### src/rtl/packet_fsm.sv
// ============================================================================
// Module   : packet_fsm
// Brief    : Head/body/tail framing tracker with done/err pulses and counters.
// Revision : 1.0 - initial release
// ============================================================================
`default_nettype none

module packet_fsm #(
   parameter int CNT_W  = 16,
   parameter int BEAT_W = 8
) (
   input  logic              clock,
   input  logic              reset,
   input  logic              head,
   input  logic              tail,
   input  logic              valid,
   output logic [1:0]        state,
   output logic              busy,
   output logic              done,
   output logic              err,
   output logic [BEAT_W-1:0] beat_cnt,
   output logic [CNT_W-1:0]  pkt_cnt,
   output logic [BEAT_W-1:0] err_cnt
);

   typedef enum logic [1:0] {
      S_IDLE = 2'd0,
      S_HEAD = 2'd1,
      S_DATA = 2'd2,
      S_TAIL = 2'd3
   } state_e;

   state_e            state_q, state_d;
   logic              err_q, err_d;
   logic              beat_inc;
   logic [BEAT_W-1:0] beat_cnt_q, beat_cnt_d;
   logic [CNT_W-1:0]  pkt_cnt_q, pkt_cnt_d;
   logic [BEAT_W-1:0] err_cnt_q, err_cnt_d;

   always_comb begin
      state_d  = state_q;
      err_d    = 1'b0;
      beat_inc = 1'b0;
      if (valid) begin
         case (state_q)
            S_IDLE: begin
               if (head) state_d = tail ? S_TAIL : S_HEAD;
               else      err_d   = 1'b1;
            end
            S_HEAD, S_DATA: begin
               // A head inside an open packet restarts framing from this beat.
               if (head) begin
                  err_d   = 1'b1;
                  state_d = tail ? S_TAIL : S_HEAD;
               end else begin
                  beat_inc = 1'b1;
                  state_d  = tail ? S_TAIL : S_DATA;
               end
            end
            default: begin
               if (head) state_d = tail ? S_TAIL : S_HEAD;
               else begin
                  state_d = S_IDLE;
                  err_d   = 1'b1;
               end
            end
         endcase
      end else if (state_q == S_TAIL) begin
         state_d = S_IDLE;
      end
   end

   always_comb begin
      beat_cnt_d = beat_cnt_q;
      if (valid && head)
         beat_cnt_d = BEAT_W'(1);
      else if (beat_inc && (beat_cnt_q != {BEAT_W{1'b1}}))
         beat_cnt_d = beat_cnt_q + BEAT_W'(1);
   end

   always_comb begin
      pkt_cnt_d = pkt_cnt_q;
      if (valid && (state_d == S_TAIL))
         pkt_cnt_d = pkt_cnt_q + CNT_W'(1);
   end

   always_comb begin
      err_cnt_d = err_cnt_q;
      if (err_d && (err_cnt_q != {BEAT_W{1'b1}}))
         err_cnt_d = err_cnt_q + BEAT_W'(1);
   end

   always_ff @(posedge clock or negedge reset) begin
      if (!reset) begin
         state_q    <= S_IDLE;
         err_q      <= 1'b0;
         beat_cnt_q <= '0;
         pkt_cnt_q  <= '0;
         err_cnt_q  <= '0;
      end else begin
         state_q    <= state_d;
         err_q      <= err_d;
         beat_cnt_q <= beat_cnt_d;
         pkt_cnt_q  <= pkt_cnt_d;
         err_cnt_q  <= err_cnt_d;
      end
   end

   assign state    = state_q;
   assign busy     = (state_q == S_HEAD) || (state_q == S_DATA);
   assign done     = (state_q == S_TAIL);
   assign err      = err_q;
   assign beat_cnt = beat_cnt_q;
   assign pkt_cnt  = pkt_cnt_q;
   assign err_cnt  = err_cnt_q;

endmodule

`default_nettype wire

### config.mk
export PLATFORM = sky130hd
export DESIGN_NAME = packet_fsm
export DESIGN_NICKNAME = d
export VERILOG_FILES = /design/src/rtl/packet_fsm.sv
export SDC_FILE = /design/constraint.sdc
export NUM_CORES = 1
export LEC_CHECK = 0
export BUFFER_PORTS_ARGS = -buffer_cell sky130_fd_sc_hd__buf_2
export CAP_MARGIN = 10
export CORE_MARGIN = 2
export CORE_UTILIZATION = 53
export DETAILED_ROUTE_END_ITERATION = 10
export PLACE_DENSITY_LB_ADDON = 0.12
export SLEW_MARGIN = 20
export SYNTH_ARGS = -nofsm -noshare
export SYNTH_HDL_FRONTEND = slang
export SYNTH_SLANG_ARGS = --single-unit
### constraint.sdc
create_clock -name clock -period 2.6 [get_ports clock]
set_input_delay 0.13 -clock clock [delete_from_list [all_inputs] [get_ports clock]]
set_output_delay 0.13 -clock clock [all_outputs]
set_load 0.01 [all_outputs]
### Word-level counts from Yosys, hierarchy flattened

Index checks and enable logic that the tools add are counted.

* shift-type cells: 0
* divide/modulo/power cells: 0
* add/sub/neg operators: 3
* eq/ne operators: 6
* reductions and logical operators: 8
* magnitude comparators: 0
* bitwise operators: 0
* $mul: 0
* mux-type cells: 16

Operator list (count)
* adder 16 x 1 -> 16 bit, second input constant: 1
* adder 8 x 1 -> 8 bit, second input constant: 2
* 2-to-1 mux 8 bit: 2
* inequality test 8 bit, second input constant: 2
* 2-to-1 mux 2 bit: 6
* 2-to-1 mux 1 bit: 7
* == test 2 bit, second input constant: 3
* logical AND 1 bit: 4
* one-hot mux 2 bit (2 select lines): 1
* == test 2 x 1 -> 1 bit, second input constant: 1
* logical NOT 2 bit: 1
* nonzero test 2 bit: 1
* OR reduction 2 bit: 1
* logical OR 1 bit: 1

* bits in writable memories: 0
* output and inout bits: 37
* memories: 0
* latch bits: 0
* bits in registers: 35
* bits in read-only memories: 0
* logic and storage cells: 38

### Logic depth before layout (Yosys ltp)

Gate-level depths: netlist (run 1).

* depth after elaboration: 7
* gate-level depth with buffers: 7
* mapped depth without buffers: 7

### Worst setup path after synthesis (run 1)

OpenSTA, ideal clock, no wires.

* path kind: reg-to-reg
* from: register state_q[0] (netlist: state[0])
* to: register pkt_cnt_q[13] (netlist: pkt_cnt[13])
* arrival: 1.931 ns
* clock period less this slack: 2.069 ns
* path slack: 0.531 ns
* required time: 2.462 ns
* cell stages (with the launch flop): 8
* library setup time: 0.138 ns
* cells stage by stage: dfrtp_1 > inv_1 > ha_1 > a221o_1 > nor3_4 > buf_6 > nor4_1 > xor2_1

* cells in the longest elaborated chain, start to end: 6

Ends and longest elaborated chain
* from (decl): RTL line 33 `state_e state_q, state_d;`
* from (signal assigned): RTL line 101 `state_q <= state_d;`
* == test 2 x 1 -> 1 bit / == test 2 bit (equally long branches): RTL line 45 `case (state_q)`
* OR reduction 2 bit: RTL line 45
* one-hot mux 2 bit (2 select lines): RTL line 45
* 2-to-1 mux 2 bit *: RTL line 44 `if (valid) begin`
* == test 2 bit *: RTL line 83 `if (valid && (state_d == S_TAIL))`
* logical AND 1 bit *: RTL line 83
* to (signal assigned): RTL line 104 `pkt_cnt_q <= pkt_cnt_d;`
* to (decl): RTL line 37 `logic [CNT_W-1:0] pkt_cnt_q, pkt_cnt_d;`

Mark *: on every way between the ends. The rest lies on a longest branch, timed or not.
A chain may end at the register's enable or synchronous reset.

### Worst setup path in the final report (run 1)

* from: register state_q[0] (netlist: state[0])
* to: register pkt_cnt_q[11] (netlist: pkt_cnt[11])

Same word-level chain as after synthesis.

==> metrics.md, run 1 <==
| Metric | Value |
|---|---|
| Num rows | 21 |
| Final slew viol count | 0 |
| Req. time, crit path | 2.81 ns |
| Weighted congestion reported at the end of routability-driven placement | 0.791 |
| Vias | 1459 |
| Distinct cell type count of the synthesized netlist | 39 |
| Clock tree root driver cell | sky130_fd_sc_hd__clkbuf_4 |
| Total net switching power | 865 uW |
| Minimum clock period after layout | 2.25 ns |
| Leak pwr | 1.12 nW |
| Area taken by flip-flops and latches | ~880 sq um |
| First-pass GRT wire length | 6530 um |
| Avg Synthesized Cell Area | 11.0 sq um |
| Sum of routed wire length over all layers | 3870 um |
| I/O pin count | 42 |
| Synthesized net count | around 180 |
| DRC viols | 0 |
| Number of post-CTS setup repair buffers | 0 |
| HPWL Detailed | 2790 um |
| Source-to-sink clock delay at the later pin of the worst-skew pair | approximately 0.34 ns |
| Worst-Margin Slew | 0.774 ns |
| Crit Path Category | reg2reg |
| Setup TNS after final layout | 0 ns |
| Startpoint kind of the worst setup timing path | flip-flop |
| Clock buffer count from CTS | 5 |
| Final Hold Vio Count | 0 |
| Dpl cells | approximately 260 |
| Yosys synthesis warning count | 0 |
| End point of the critical path | pkt_cnt[11] |
| End of the worst register-to-register path | pkt_cnt[11] |
| Internal reg-to-reg setup slack | between 0.3 and 0.4 ns |
| Arrival time at the worst endpoint | roughly 2.5 ns |
| Slowest cell delay on critical path | between 0.4 and 0.5 ns |
| Routed wire per std cell | 14.7 um |
| Layout cells sized above 1 | 0.304 |
| Clock network fraction of total power | 0.148 |
| Share of synthesized registers carrying an async set or reset | 1.00 |
| Most frequent standard cell in the layout excluding fill and tap cells | sky130_fd_sc_hd__buf_2 |
| Number of H-tree levels | 2 |
| Largest buffer count on any clock path | 2 |
| Critical-path top delay cell | sky130_fd_sc_hd__dfrtp_1 |
| Final core occ | 0.650 |
| Final cell count without fillers | around 260 |
| Total global-route track usage | 0.209 |
| Die Width | ~64 um |
| Number of filler instances in the final layout | 322 |
| N_diodes | 0 |
| Total stage count of the critical path | 7 |
| Number of antenna violations at the first check in global routing | 0 |
| Tightest slew margin relative to the limit | 0.484 |
| Total setup violations reported at the end of the flow | 0 |
| Buf+Inv Stages, Crit Path | 2 |
| Core area | 3360 sq um |
| Die Height | roughly 64 um |
| Clock-pin transition on the worst setup and hold timing paths | 0.10 ns |
| Peak ir drop on the vdd network | 0.527 mV |
| Max Cap Viol | 0 |
| Worst r2r path cells | 7 |
| Type of element capturing the critical path | flip-flop |
| Share of the clock period used by the worst path | 0.866 |
| Maximum operating frequency | 444 MHz |
| Class of the tightest hold or removal check | in2reg |
| Critical path, cell by cell | inv_1, ha_1, a221o_1, nor3_4, buf_4, nor4_1, xor2_1 |
| Outcome | finished clean |
| CTS tree | yes |
| Drt pass-1 iters | 4 |
| Sequential share of power | 0.411 |
| Post-Syn Area | 1880 sq um |
| Cell area power density | around 930 nW/um^2 |
| Number of enable flip-flop cells after synthesis | 0 |
| Peak fanout along the critical path | 7 |
| Count of mapped cells out of synthesis | 170 |
| Internal power component | 1.16 mW |
| Number of violations reported at the end of detailed-routing iteration 0 | 57 |
| Switching share of power | 0.427 |
| Clock sink total | 35 |
| Flop and latch count out of synthesis | 35 |
| Final Skew | roughly 0.0065 ns |
| Via density per instance | 5.55 |
| Vias in the first global route | ~1400 |
| Post-synthesis sequential area ratio | 0.466 |
| Setup repair after global routing missed its margin | false |
| Largest net degree at the start of global routing | 36 |
| Multi-input combinational cell area | ~940 sq um |
| Floorplan die area | 4040 sq um |
| Critical Path Source | state[0] |
| Count of buffers from port buffering | 41 |
| Commonest cells after routing, fill and taps aside | 41 x sky130_fd_sc_hd__buf_2, 35 x sky130_fd_sc_hd__dfrtp_1, 21 x sky130_fd_sc_hd__xor2_1 |
| Count of nets left with antenna violations after detail routing | 0 |
| Combinational share of power | 0.441 |
| Startpoint of the worst-slack reg-to-reg timing path | state[0] |
| Family of cells with the greatest summed delay on the critical path | flip-flops |
| Effective utilization at floorplan | 0.558 |
| Final nets | 230 |
| Remaining global-route overflow | 0 |
| Most frequently used flop master after synthesis | sky130_fd_sc_hd__dfrtp_1 |
| Growth of design area from synthesis to finish | 16.3% |
==> cell families (layout without fill, tap and decap cells) <==
| family | after synthesis | in the layout | share of synthesized area |
|---|---|---|---|
| compound gates | 20 | 20 | 0.0853 |
| xor+xnor | 23 | 23 | 0.107 |
| fa+ha+maj | 8 | 8 | 0.0533 |
| buf+inv | 11 | 58 | 0.0340 |
| flops | 35 | 35 | 0.466 |
| mux | 3 | 3 | 0.0173 |
| simple gates | 70 | 70 | 0.237 |
==> sequential cells by signal (all words and copies together), names as in the netlist <==
| register | count |
|---|---|
| err | 1 |
| state | 2 |
| err_cnt | 8 |
| beat_cnt | 8 |
| pkt_cnt | 16 |
==> worst min-delay path, cell delays in order <==
cell and delay (ns):
sky130_fd_sc_hd__buf_2 0.14, sky130_fd_sc_hd__nand2_1 0.09, sky130_fd_sc_hd__nand2_1 0.05
==> layout make-up <==
class	instances	share of cell area
multi-input combinational	124	0.430
sequential	35	0.401
inverter	7	0.0120
timing repair buffer	44	0.105
clock inverter	1	0.00229
clock buffer	6	0.0235
tap	46	0.0263
==> power groups by stage <==
stage / registers, mW / clock network (mW) / logic [mW]
floorplan: 0.874 / 0 / 0.568
global placement: 0.829 / 0 / 0.857
detailed placement: 0.841 / 0 / 0.890
CTS: 0.830 / 0.309 / 0.900
global route: 0.858 / 0.336 / 0.975
finish: 0.834 / 0.300 / 0.895
==> worst min path at each step <==
stage,from,endpoint,slack [ns],cells after the start
final,head,beat_cnt[0],0.11,3
after global routing,head,beat_cnt[0],0.09,3
after CTS,head,beat_cnt[0],0.09,3
after detailed placement,reset,err,0.25,1
after global placement,reset,err,0.23,1
after floorplan,reset,beat_cnt[0],-0.17,0
==> timing repair <==
action                    4_1_cts  5_1_grt
hold buffers                    1        0
hold endpoints to repair       35        0
gates resized for setup         0        0
==> routing by layer <==
metal	global-route usage	share of wire
met1	0.251	0.45
met2	0.359	0.49
met3	0.0393	0.040
met4	0.0978	0.017
met5	0	0
==> Yosys cell counts, types with 2 or more instances <==
master,number,share of area
sky130_fd_sc_hd__a21oi_1,5,0.013
sky130_fd_sc_hd__and3_1,3,0.010
sky130_fd_sc_hd__and4_1,3,0.014
sky130_fd_sc_hd__buf_6,3,0.018
sky130_fd_sc_hd__dfrtp_1,35,0.47
sky130_fd_sc_hd__ha_1,8,0.053
sky130_fd_sc_hd__inv_1,7,0.014
sky130_fd_sc_hd__mux2_2,2,0.012
sky130_fd_sc_hd__nand2_1,15,0.030
sky130_fd_sc_hd__nand3_1,11,0.029
sky130_fd_sc_hd__nand4_1,5,0.017
sky130_fd_sc_hd__nor2_1,6,0.012
sky130_fd_sc_hd__nor3_1,6,0.016
sky130_fd_sc_hd__nor4_1,5,0.017
sky130_fd_sc_hd__nor4_2,3,0.020
sky130_fd_sc_hd__nor4_4,2,0.023
sky130_fd_sc_hd__o211ai_1,2,0.0080
sky130_fd_sc_hd__o21a_1,2,0.0080
sky130_fd_sc_hd__o21ai_0,3,0.0080
sky130_fd_sc_hd__o41ai_1,2,0.0093
sky130_fd_sc_hd__or2b_2,2,0.0093
sky130_fd_sc_hd__or3_1,2,0.0067
sky130_fd_sc_hd__xnor2_1,2,0.0093
sky130_fd_sc_hd__xor2_1,21,0.098
==> through the flow <==
| step | instance area (sq um) | total power [mW] | setup slack [ns] | hold WS [ns] |
|---|---|---|---|---|
| after detailed placement | 2120 | 1.73 | 0.405 | 0.248 |
| after global placement | 2120 | 1.69 | 0.522 | 0.235 |
| after global routing | 2180 | 2.17 | 0.299 | 0.0933 |
| after floorplan | 1880 | 1.44 | 0.531 | -0.166 |
| after CTS | 2180 | 2.04 | 0.376 | 0.0897 |
| final | 2180 | 2.03 | 0.348 | 0.105 |
Power figures use the tool's default switching activity.
==> run 2: changes to the inputs <==
--- a/config.mk
+++ b/config.mk
@@ -8,7 +8,7 @@
 export BUFFER_PORTS_ARGS = -buffer_cell sky130_fd_sc_hd__buf_2
 export CAP_MARGIN = 10
 export CORE_MARGIN = 2
-export CORE_UTILIZATION = 53
+export CORE_UTILIZATION = 58
 export DETAILED_ROUTE_END_ITERATION = 10
 export PLACE_DENSITY_LB_ADDON = 0.12
 export SLEW_MARGIN = 20
==> constraint.sdc (replaced) <==
create_clock -name clock -period 2.65 [get_ports clock]
set_input_delay 0.1325 -clock clock [delete_from_list [all_inputs] [get_ports clock]]
set_output_delay 0.1325 -clock clock [all_outputs]
set_load 0.01 [all_outputs]
==> metrics.md, run 2 (same netlist as run 1, synthesis figures left out) <==
| Metric | Value |
|---|---|
| Number of violations reported at the end of detailed-routing iteration 0 | 64 (was 57) |
| Busiest layer in global routing | met2 (unchanged) |
| Total net switching power | 822 uW (was 865 uW) |
| Clock sink total | 35 (unchanged) |
| Combinational share of power | 0.407 (was 0.441) |
| Die Width | 60.9 um (was 63.5 um) |
| Total setup violations reported at the end of the flow | 0 (unchanged) |
| Final nets | 229 (was 230) |
| Num rows | 20 (was 21) |
| Switching share of power | 0.402 (was 0.427) |
| Setup TNS after final layout | 0 ns (unchanged) |
| Remaining global-route overflow | 0 (unchanged) |
| Routed wire per std cell | 13.4 um (was 14.7 um) |
| Source-to-sink clock delay at the later pin of the worst-skew pair | 0.33 ns (was 0.34 ns) |
| Count of buffers from port buffering | 41 (unchanged) |
| HPWL Detailed | 2510 um (was 2790 um) |
| Worst-Margin Slew | 0.766 ns (was 0.774 ns) |
| Final Skew | 0.00622 ns (was 0.00650 ns) |
| Max Cap Viol | 0 (unchanged) |
| Clock tree root driver cell | sky130_fd_sc_hd__clkbuf_4 (unchanged) |
| Tightest slew margin relative to the limit | 0.489 (was 0.484) |
| Clock network fraction of total power | 0.196 (was 0.148) |
| Type of element capturing the critical path | flip-flop (unchanged) |
| Number of filler instances in the final layout | 231 (was 322) |
| Minimum clock period after layout | 2.22 ns (was 2.25 ns) |
| Sequential share of power | 0.397 (was 0.411) |
| Critical Path Source | state[0] (unchanged) |
| Peak ir drop on the vdd network | 0.707 mV (was 0.527 mV) |
| Startpoint of the worst-slack reg-to-reg timing path | state[0] (unchanged) |
| CTS tree | yes (unchanged) |
| Dpl cells | 252 (was 255) |
| Count of nets left with antenna violations after detail routing | 0 (unchanged) |
| Largest net degree at the start of global routing | 36 (unchanged) |
| I/O pin count | 42 (unchanged) |
| Weighted congestion reported at the end of routability-driven placement | 0.841 (was 0.791) |
| Share of the clock period used by the worst path | 0.838 (was 0.866) |
| Number of H-tree levels | 2 (unchanged) |
| Count of cells resized by post-cts repair | 0 (unchanged) |
| Final cell count without fillers | 261 (was 263) |
| Drt pass-1 iters | 4 (unchanged) |
| Floorplan die area | 3710 sq um (was 4040 sq um) |
| Crit Path Category | reg2reg (unchanged) |
| End point of the critical path | pkt_cnt[13] (was pkt_cnt[11]) |
| Worst hold slack | 0.120 ns (was 0.105 ns) |
| Final core occ | 0.716 (was 0.650) |
| Leak pwr | 1.13 nW (was 1.12 nW) |
| Layout cells sized above 1 | 0.304 (unchanged) |
| Arrival time at the worst endpoint | 2.43 ns (was 2.46 ns) |
| Clock-pin transition on the worst setup and hold timing paths | 0.11 ns (was 0.10 ns) |
| Peak fanout along the critical path | 9 (was 7) |
| Met1 track demand over resource in global routing | 0.292 (was 0.251) |
| Via density per instance | 5.48 (was 5.55) |
| Effective utilization at floorplan | 0.610 (was 0.558) |
| Worst r2r path cells | 7 (unchanged) |
| DRC viols | 0 (unchanged) |
| Dpl cell area | 2110 sq um (was 2120 sq um) |
| Req. time, crit path | 2.86 ns (was 2.81 ns) |
| Post-route cell area | 2200 sq um (was 2180 sq um) |
| Flip-flop count of the largest register, all copies and words added | 16 (unchanged) |
| Final Hold Vio Count | 0 (unchanged) |
| GR Util met3 | 0.0789 (was 0.0393) |
| Core area | 3080 sq um (was 3360 sq um) |
| Commonest cells after routing, fill and taps aside | 41 x sky130_fd_sc_hd__buf_2, 35 x sky130_fd_sc_hd__dfrtp_1, 21 x sky130_fd_sc_hd__xor2_1 (unchanged) |
| Clock buffer count from CTS | 5 (unchanged) |
| Growth of design area from synthesis to finish | 17.4% (was 16.3%) |
| Sum of routed wire length over all layers | 3510 um (was 3870 um) |
| First-pass GRT wire length | 5910 um (was 6530 um) |
| Internal power component | 1.22 mW (was 1.16 mW) |
| Cell area power density | 927 nW/um^2 (was 929 nW/um^2) |
| GR met2 Demand/Resource | 0.335 (was 0.359) |
| Setup repair after global routing missed its margin | false (unchanged) |
| Total global-route track usage | 0.220 (was 0.209) |
| Class of the tightest hold or removal check | in2reg (unchanged) |
| Outcome | finished clean (unchanged) |
| Largest buffer count on any clock path | 2 (unchanged) |
| Internal reg-to-reg setup slack | 0.43 ns (was 0.35 ns) |
| Most frequent standard cell in the layout excluding fill and tap cells | sky130_fd_sc_hd__buf_2 (unchanged) |
| End of the worst register-to-register path | pkt_cnt[13] (was pkt_cnt[11]) |
| Die Height | 60.9 um (was 63.5 um) |
| N_diodes | 0 (unchanged) |
| Number of post-CTS setup repair buffers | 0 (unchanged) |
| Vias in the first global route | 1322 (was 1395) |
| Number of antenna violations at the first check in global routing | 0 (unchanged) |
| Maximum operating frequency | 450 MHz (was 444 MHz) |
| Startpoint kind of the worst setup timing path | flip-flop (unchanged) |
| Vias | 1430 (was 1459) |
| Final slew viol count | 0 (unchanged) |
## run 2: layout make-up
type | instances | area [sq um] | share of cell area
Clock buffer | 6 | 51.3 | 0.0233
Clock inverter | 2 | 35.0 | 0.0159
Inverter | 7 | 26.3 | 0.0119
Multi-Input combinational cell | 124 | 938 | 0.426
Sequential cell | 35 | 876 | 0.397
Tap cell | 44 | 55.1 | 0.0250
Timing Repair Buffer | 43 | 223 | 0.101
## run 2: power groups by stage
stage / Combinational [mW] / Sequential (mW) / Clock [mW]
after floorplan: 0.557 / 0.857 / 0
after global placement: 0.819 / 0.811 / 0
after detailed placement: 0.830 / 0.823 / 0
after CTS: 0.839 / 0.812 / 0.411
after global routing: 0.930 / 0.835 / 0.449
final: 0.831 / 0.812 / 0.401
## run 2: through the flow
stage	setup slack [ns]	power, mW
final	0.429	2.04
after detailed placement	0.449	1.65
after global placement	0.521	1.63
after floorplan	0.581	1.41
after CTS	0.421	2.06
after global routing	0.240	2.21
## run 2: how the worst min path moves through the flow
| stage | depth (start not counted) | startpoint | end |
|---|---|---|---|
| 6_report | 3 | head | beat_cnt[0] |
| 3_3_place_gp | 1 | reset | beat_cnt[4] |
| 3_5_place_dp | 1 | reset | beat_cnt[4] |
| 4_1_cts | 3 | head | beat_cnt[0] |
| 2_1_floorplan | 0 | reset | beat_cnt[0] |
| 5_1_grt | 3 | head | beat_cnt[0] |
## run 2: worst max-delay path, stage by stage (launching register included)
cell and delay [ns]:
sky130_fd_sc_hd__dfrtp_1 0.43, sky130_fd_sc_hd__inv_1 0.08, sky130_fd_sc_hd__ha_1 0.39, sky130_fd_sc_hd__a221o_1 0.38, sky130_fd_sc_hd__nor3_4 0.32, sky130_fd_sc_hd__buf_4 0.26, sky130_fd_sc_hd__nor4_1 0.08, sky130_fd_sc_hd__xor2_1 0.17
## run 2: repair_timing
action | in CTS | in global routing
setup endpoints to repair | 0 | 0
hold buffers | 1 | 0
endpoints found under the hold margin | 35 | 0
## run 2: per-layer routing
metal  part of all wire  routed length [um]
met4              0.010                  36
met2               0.46                1620
met1               0.48                1670
met3              0.050                 175
met5                  0                   0
==> run 3: changes to the inputs <==
--- a/config.mk
+++ b/config.mk
@@ -5,10 +5,11 @@
 export SDC_FILE = /design/constraint.sdc
 export NUM_CORES = 1
 export LEC_CHECK = 0
+export ABC_AREA = 1
 export BUFFER_PORTS_ARGS = -buffer_cell sky130_fd_sc_hd__buf_2
 export CAP_MARGIN = 10
 export CORE_MARGIN = 2
-export CORE_UTILIZATION = 58
+export CORE_UTILIZATION = 49
 export DETAILED_ROUTE_END_ITERATION = 10
 export PLACE_DENSITY_LB_ADDON = 0.12
 export SLEW_MARGIN = 20
==> constraint.sdc (replaced) <==
create_clock -name clock -period 1.9 [get_ports clock]
set_input_delay 0.095 -clock clock [delete_from_list [all_inputs] [get_ports clock]]
set_output_delay 0.095 -clock clock [all_outputs]
set_load 0.01 [all_outputs]
==> metrics.md, run 3 <==
| Metric | Value |
|---|---|
| Post-Syn Area | 2120 sq um (was 1880 sq um) |
| Top cell type's share of synthesized area | 0.414 (was 0.466) |
| Cell taking the most area after synthesis | sky130_fd_sc_hd__dfrtp_1 (unchanged) |
| Setup repair after global routing missed its margin | false (unchanged) |
| Dpl cell area | 2410 sq um (was 2110 sq um) |
| Most common cell in the synthesized netlist | sky130_fd_sc_hd__nand2_1 (was sky130_fd_sc_hd__dfrtp_1) |
| Share of synthesized registers carrying an async set or reset | 1.00 (unchanged) |
| Most frequent standard cell in the layout excluding fill and tap cells | sky130_fd_sc_hd__nand2_1 (was sky130_fd_sc_hd__buf_2) |
| Most frequently used flop master after synthesis | sky130_fd_sc_hd__dfrtp_1 (unchanged) |
| Max Cap Viol | 0 (unchanged) |
| Final Hold Vio Count | 0 (unchanged) |
| Commonest cells after routing, fill and taps aside | 120 x sky130_fd_sc_hd__nand2_1, 41 x sky130_fd_sc_hd__buf_2, 35 x sky130_fd_sc_hd__dfrtp_1 (was 41 x sky130_fd_sc_hd__buf_2, 35 x sky130_fd_sc_hd__dfrtp_1, 21 x sky130_fd_sc_hd__xor2_1) |
| Vias in the first global route | 1817 (was 1322) |
| Growth of design area from synthesis to finish | 20.5% (was 17.4%) |
| First-pass GRT wire length | 8110 um (was 5910 um) |
| Tightest slew margin relative to the limit | 0.482 (was 0.489) |
| Post-Synth Adder-Cell Area | 0.0473 (was 0.0533) |
| Req. time, crit path | 2.08 ns (was 2.86 ns) |
| N_diodes | 0 (unchanged) |
| Drt pass-1 iters | 4 (unchanged) |
| Flip-flop count of the largest register, all copies and words added | 16 (unchanged) |
| Post-route cell area | 2550 sq um (was 2200 sq um) |
| Internal reg-to-reg setup slack | 0.14 ns (was 0.43 ns) |
| Sum of routed wire length over all layers | 4640 um (was 3510 um) |
| Final core occ | 0.624 (was 0.716) |
| End of the worst register-to-register path | beat_cnt[3] (was pkt_cnt[13]) |
| Leak pwr | 1.43 nW (was 1.13 nW) |
| Largest buffer count on any clock path | 2 (unchanged) |
| Crit Path Category | reg2reg (unchanged) |
| Min-Delay Endpoint | err (was beat_cnt[0]) |
| Worst-Margin Slew | 0.777 ns (was 0.766 ns) |
| Outcome | finished clean (unchanged) |
| Layout cells sized above 1 | 0.178 (was 0.304) |
| CTS tree | yes (unchanged) |
| DRC viols | 0 (unchanged) |
| Cell area power density | 1120 nW/um^2 (was 927 nW/um^2) |
| Share of synthesized area spent on multiplexers | 0 (was 0.0173) |
| Hold path startpoint | valid (was head) |
| Peak fanout along the critical path | 9 (unchanged) |
| Simple logic cell fraction of the synthesized area | 0.366 (was 0.237) |
| Most common library cells after synthesis | 120 x sky130_fd_sc_hd__nand2_1, 35 x sky130_fd_sc_hd__dfrtp_1, 30 x sky130_fd_sc_hd__inv_1 (was 35 x sky130_fd_sc_hd__dfrtp_1, 21 x sky130_fd_sc_hd__xor2_1, 15 x sky130_fd_sc_hd__nand2_1) |
| Routed wire per std cell | 11.6 um (was 13.4 um) |
| Peak ir drop on the vdd network | 0.847 mV (was 0.707 mV) |
| Synth Area in Compound Gates | 0.0372 (was 0.0853) |
| Flop and latch count out of synthesis | 35 (unchanged) |
| Type of element capturing the critical path | flip-flop (unchanged) |
| Maximum operating frequency | 568 MHz (was 450 MHz) |
| Final slew viol count | 0 (unchanged) |
| Core area | 4090 sq um (was 3080 sq um) |
| Floorplan die area | 4860 sq um (was 3710 sq um) |
| Remaining global-route overflow | 0 (unchanged) |
| Setup TNS after final layout | 0 ns (unchanged) |
| Total setup violations reported at the end of the flow | 0 (unchanged) |
| Main combinational cell family by area after synthesis | simple AND/OR/NAND/NOR gates (unchanged) |
| Number of violations reported at the end of detailed-routing iteration 0 | 144 (was 64) |
| Arrival time at the worst endpoint | 1.94 ns (was 2.43 ns) |
| Synthesized net count | 309 (was 183) |
| Avg Synthesized Cell Area | 7.15 sq um (was 11.0 sq um) |
| Source-to-sink clock delay at the later pin of the worst-skew pair | 0.30 ns (was 0.33 ns) |
| Worst r2r path cells | 8 (was 7) |
| Cell count of the worst hold path | 3 (unchanged) |
| Startpoint kind of the worst setup timing path | flip-flop (unchanged) |
| Die Height | 69.7 um (was 60.9 um) |
| Number of H-tree levels | 2 (unchanged) |
| Weighted congestion reported at the end of routability-driven placement | 0.897 (was 0.841) |
| Num rows | 23 (was 20) |
| Clock tree root driver cell | sky130_fd_sc_hd__clkbuf_8 (was sky130_fd_sc_hd__clkbuf_4) |
| Effective utilization at floorplan | 0.518 (was 0.610) |
| Die Width | 69.7 um (was 60.9 um) |
| Largest net degree at the start of global routing | 36 (unchanged) |
| Number of antenna violations at the first check in global routing | 0 (unchanged) |
| I/O pin count | 42 (unchanged) |
| Final Skew | 0.00937 ns (was 0.00622 ns) |
| Clock-pin transition on the worst setup and hold timing paths | 0.08 ns (was 0.11 ns) |
| Number of post-CTS setup repair buffers | 0 (unchanged) |
| Share of the clock period used by the worst path | 0.927 (was 0.838) |
| Final nets | 361 (was 229) |
| Top cells by area, synth | sky130_fd_sc_hd__dfrtp_1 41%, sky130_fd_sc_hd__nand2_1 21%, sky130_fd_sc_hd__nand3_1 6.1%, sky130_fd_sc_hd__inv_1 5.3%, sky130_fd_sc_hd__ha_1 4.7% (was sky130_fd_sc_hd__dfrtp_1 47%, sky130_fd_sc_hd__xor2_1 9.8%, sky130_fd_sc_hd__ha_1 5.3%, sky130_fd_sc_hd__nand2_1 3.0%, sky130_fd_sc_hd__nand3_1 2.9%) |
| Minimum clock period after layout | 1.76 ns (was 2.22 ns) |
| Post-synthesis sequential area ratio | 0.414 (was 0.466) |
| Count of nets left with antenna violations after detail routing | 0 (unchanged) |
| HPWL Detailed | 3340 um (was 2510 um) |
| Via density per instance | 5.03 (was 5.48) |
| Xor-xnor portion of the synthesized cell area | 0.0662 (was 0.107) |
| Startpoint of the worst-slack reg-to-reg timing path | state[1] (was state[0]) |
| Count of mapped cells out of synthesis | 296 (was 170) |
| Clock sink total | 35 (unchanged) |
| Vias | 2006 (was 1430) |
| Count of buffers from port buffering | 41 (unchanged) |
| Number of enable flip-flop cells after synthesis | 0 (unchanged) |
| Distinct cell type count of the synthesized netlist | 20 (was 39) |
| Yosys synthesis warning count | 0 (unchanged) |
| Class of the tightest hold or removal check | in2reg (unchanged) |
| Total global-route track usage | 0.208 (was 0.220) |
| Clock buffer count from CTS | 5 (unchanged) |
run 3: cell count changes after synthesis, sizes merged, moves of 6 or more:
| cell | before | now |
|---|---|---|
| nor4 | 10 | 0 |
| nand4 | 5 | 11 |
| nand3 | 11 | 26 |
| nor2 | 6 | 26 |
| inv | 7 | 31 |
| xor2 | 21 | 11 |
| nand2 | 15 | 122 |
| o21ai | 3 | 12 |
run 3: worst max-delay path by stage:
stage,start,endpoint,slack (ns),cells after the start
floorplan,state[0],err_cnt[0],0.18,8
global placement,state[1],err_cnt[0],0.14,8
detailed placement,state[1],err_cnt[0],0.08,8
CTS,state[1],err_cnt[0],0.06,8
global route,state[1],pkt_cnt[13],0.006,9
finish,state[1],beat_cnt[3],0.14,8
run 3: report_power, final:
group | switching [mW] | internal (mW)
clock | 0.280 | 0.425
sequential | 0.166 | 0.886
combinational | 0.684 | 0.426
total | 1.13 | 1.74
run 3: what timing repair did:
| item | in CTS | in global routing |
|---|---|---|
| hold buffers | 1 | 0 |
| gates resized for setup | 0 | 4 |
| hold endpoints to repair | 35 | 0 |
| setup endpoints to repair | 0 | 26 |
run 3: through the flow:
| stage | hold slack [ns] | power, mW | worst slack (ns) | instances |
|---|---|---|---|---|
| floorplan | -0.201 | 1.77 | 0.178 | 296 |
| global placement | 0.228 | 2.15 | 0.144 | 390 |
| detailed placement | 0.225 | 2.16 | 0.0810 | 390 |
| CTS | 0.102 | 2.87 | 0.0625 | 399 |
| global route | 0.156 | 3.09 | 0.00569 | 399 |
| finish | 0.129 | 2.87 | 0.139 | 399 |
run 3: logic make-up (layout without fill, tap and decap cells):
group	count (synthesis)	in the layout
AOI/OAI and AO/OA	15	15
xor gates and xnor gates	16	16
adders and majority gates	8	8
buffers and inverters	35	88
DFF	35	35
and+or+nand+nor	187	187
run 3: metal layers:
layer | share of wire | track usage | vias to the layer above | wire length [um]
li1 | - | - | 1034 | -
met5 | 0 | 0 | - | 0
met2 | 0.45 | 0.316 | 49 | 2090
met1 | 0.48 | 0.286 | 914 | 2240
met4 | 0.016 | 0.100 | 0 | 75
met3 | 0.050 | 0.0392 | 9 | 232
run 3: critical path, cell delays in order (launching register included):
cell	delay, ns
sky130_fd_sc_hd__dfrtp_1	0.41
sky130_fd_sc_hd__inv_1	0.09
sky130_fd_sc_hd__ha_1	0.34
sky130_fd_sc_hd__ha_1	0.16
sky130_fd_sc_hd__nand2_1	0.08
sky130_fd_sc_hd__a21oi_4	0.25
sky130_fd_sc_hd__inv_1	0.10
sky130_fd_sc_hd__nand2_1	0.12
sky130_fd_sc_hd__o21ai_0	0.11
run 3: area by class of cell:
class,instances,area [sq um]
fillers,393,1540
inverters,31,119
flip-flops and latches,35,876
repair buffers,49,268
multi-input cells,226,1110
clock inverters,2,35.0
well taps,50,62.6
clock buffers,6,82.6
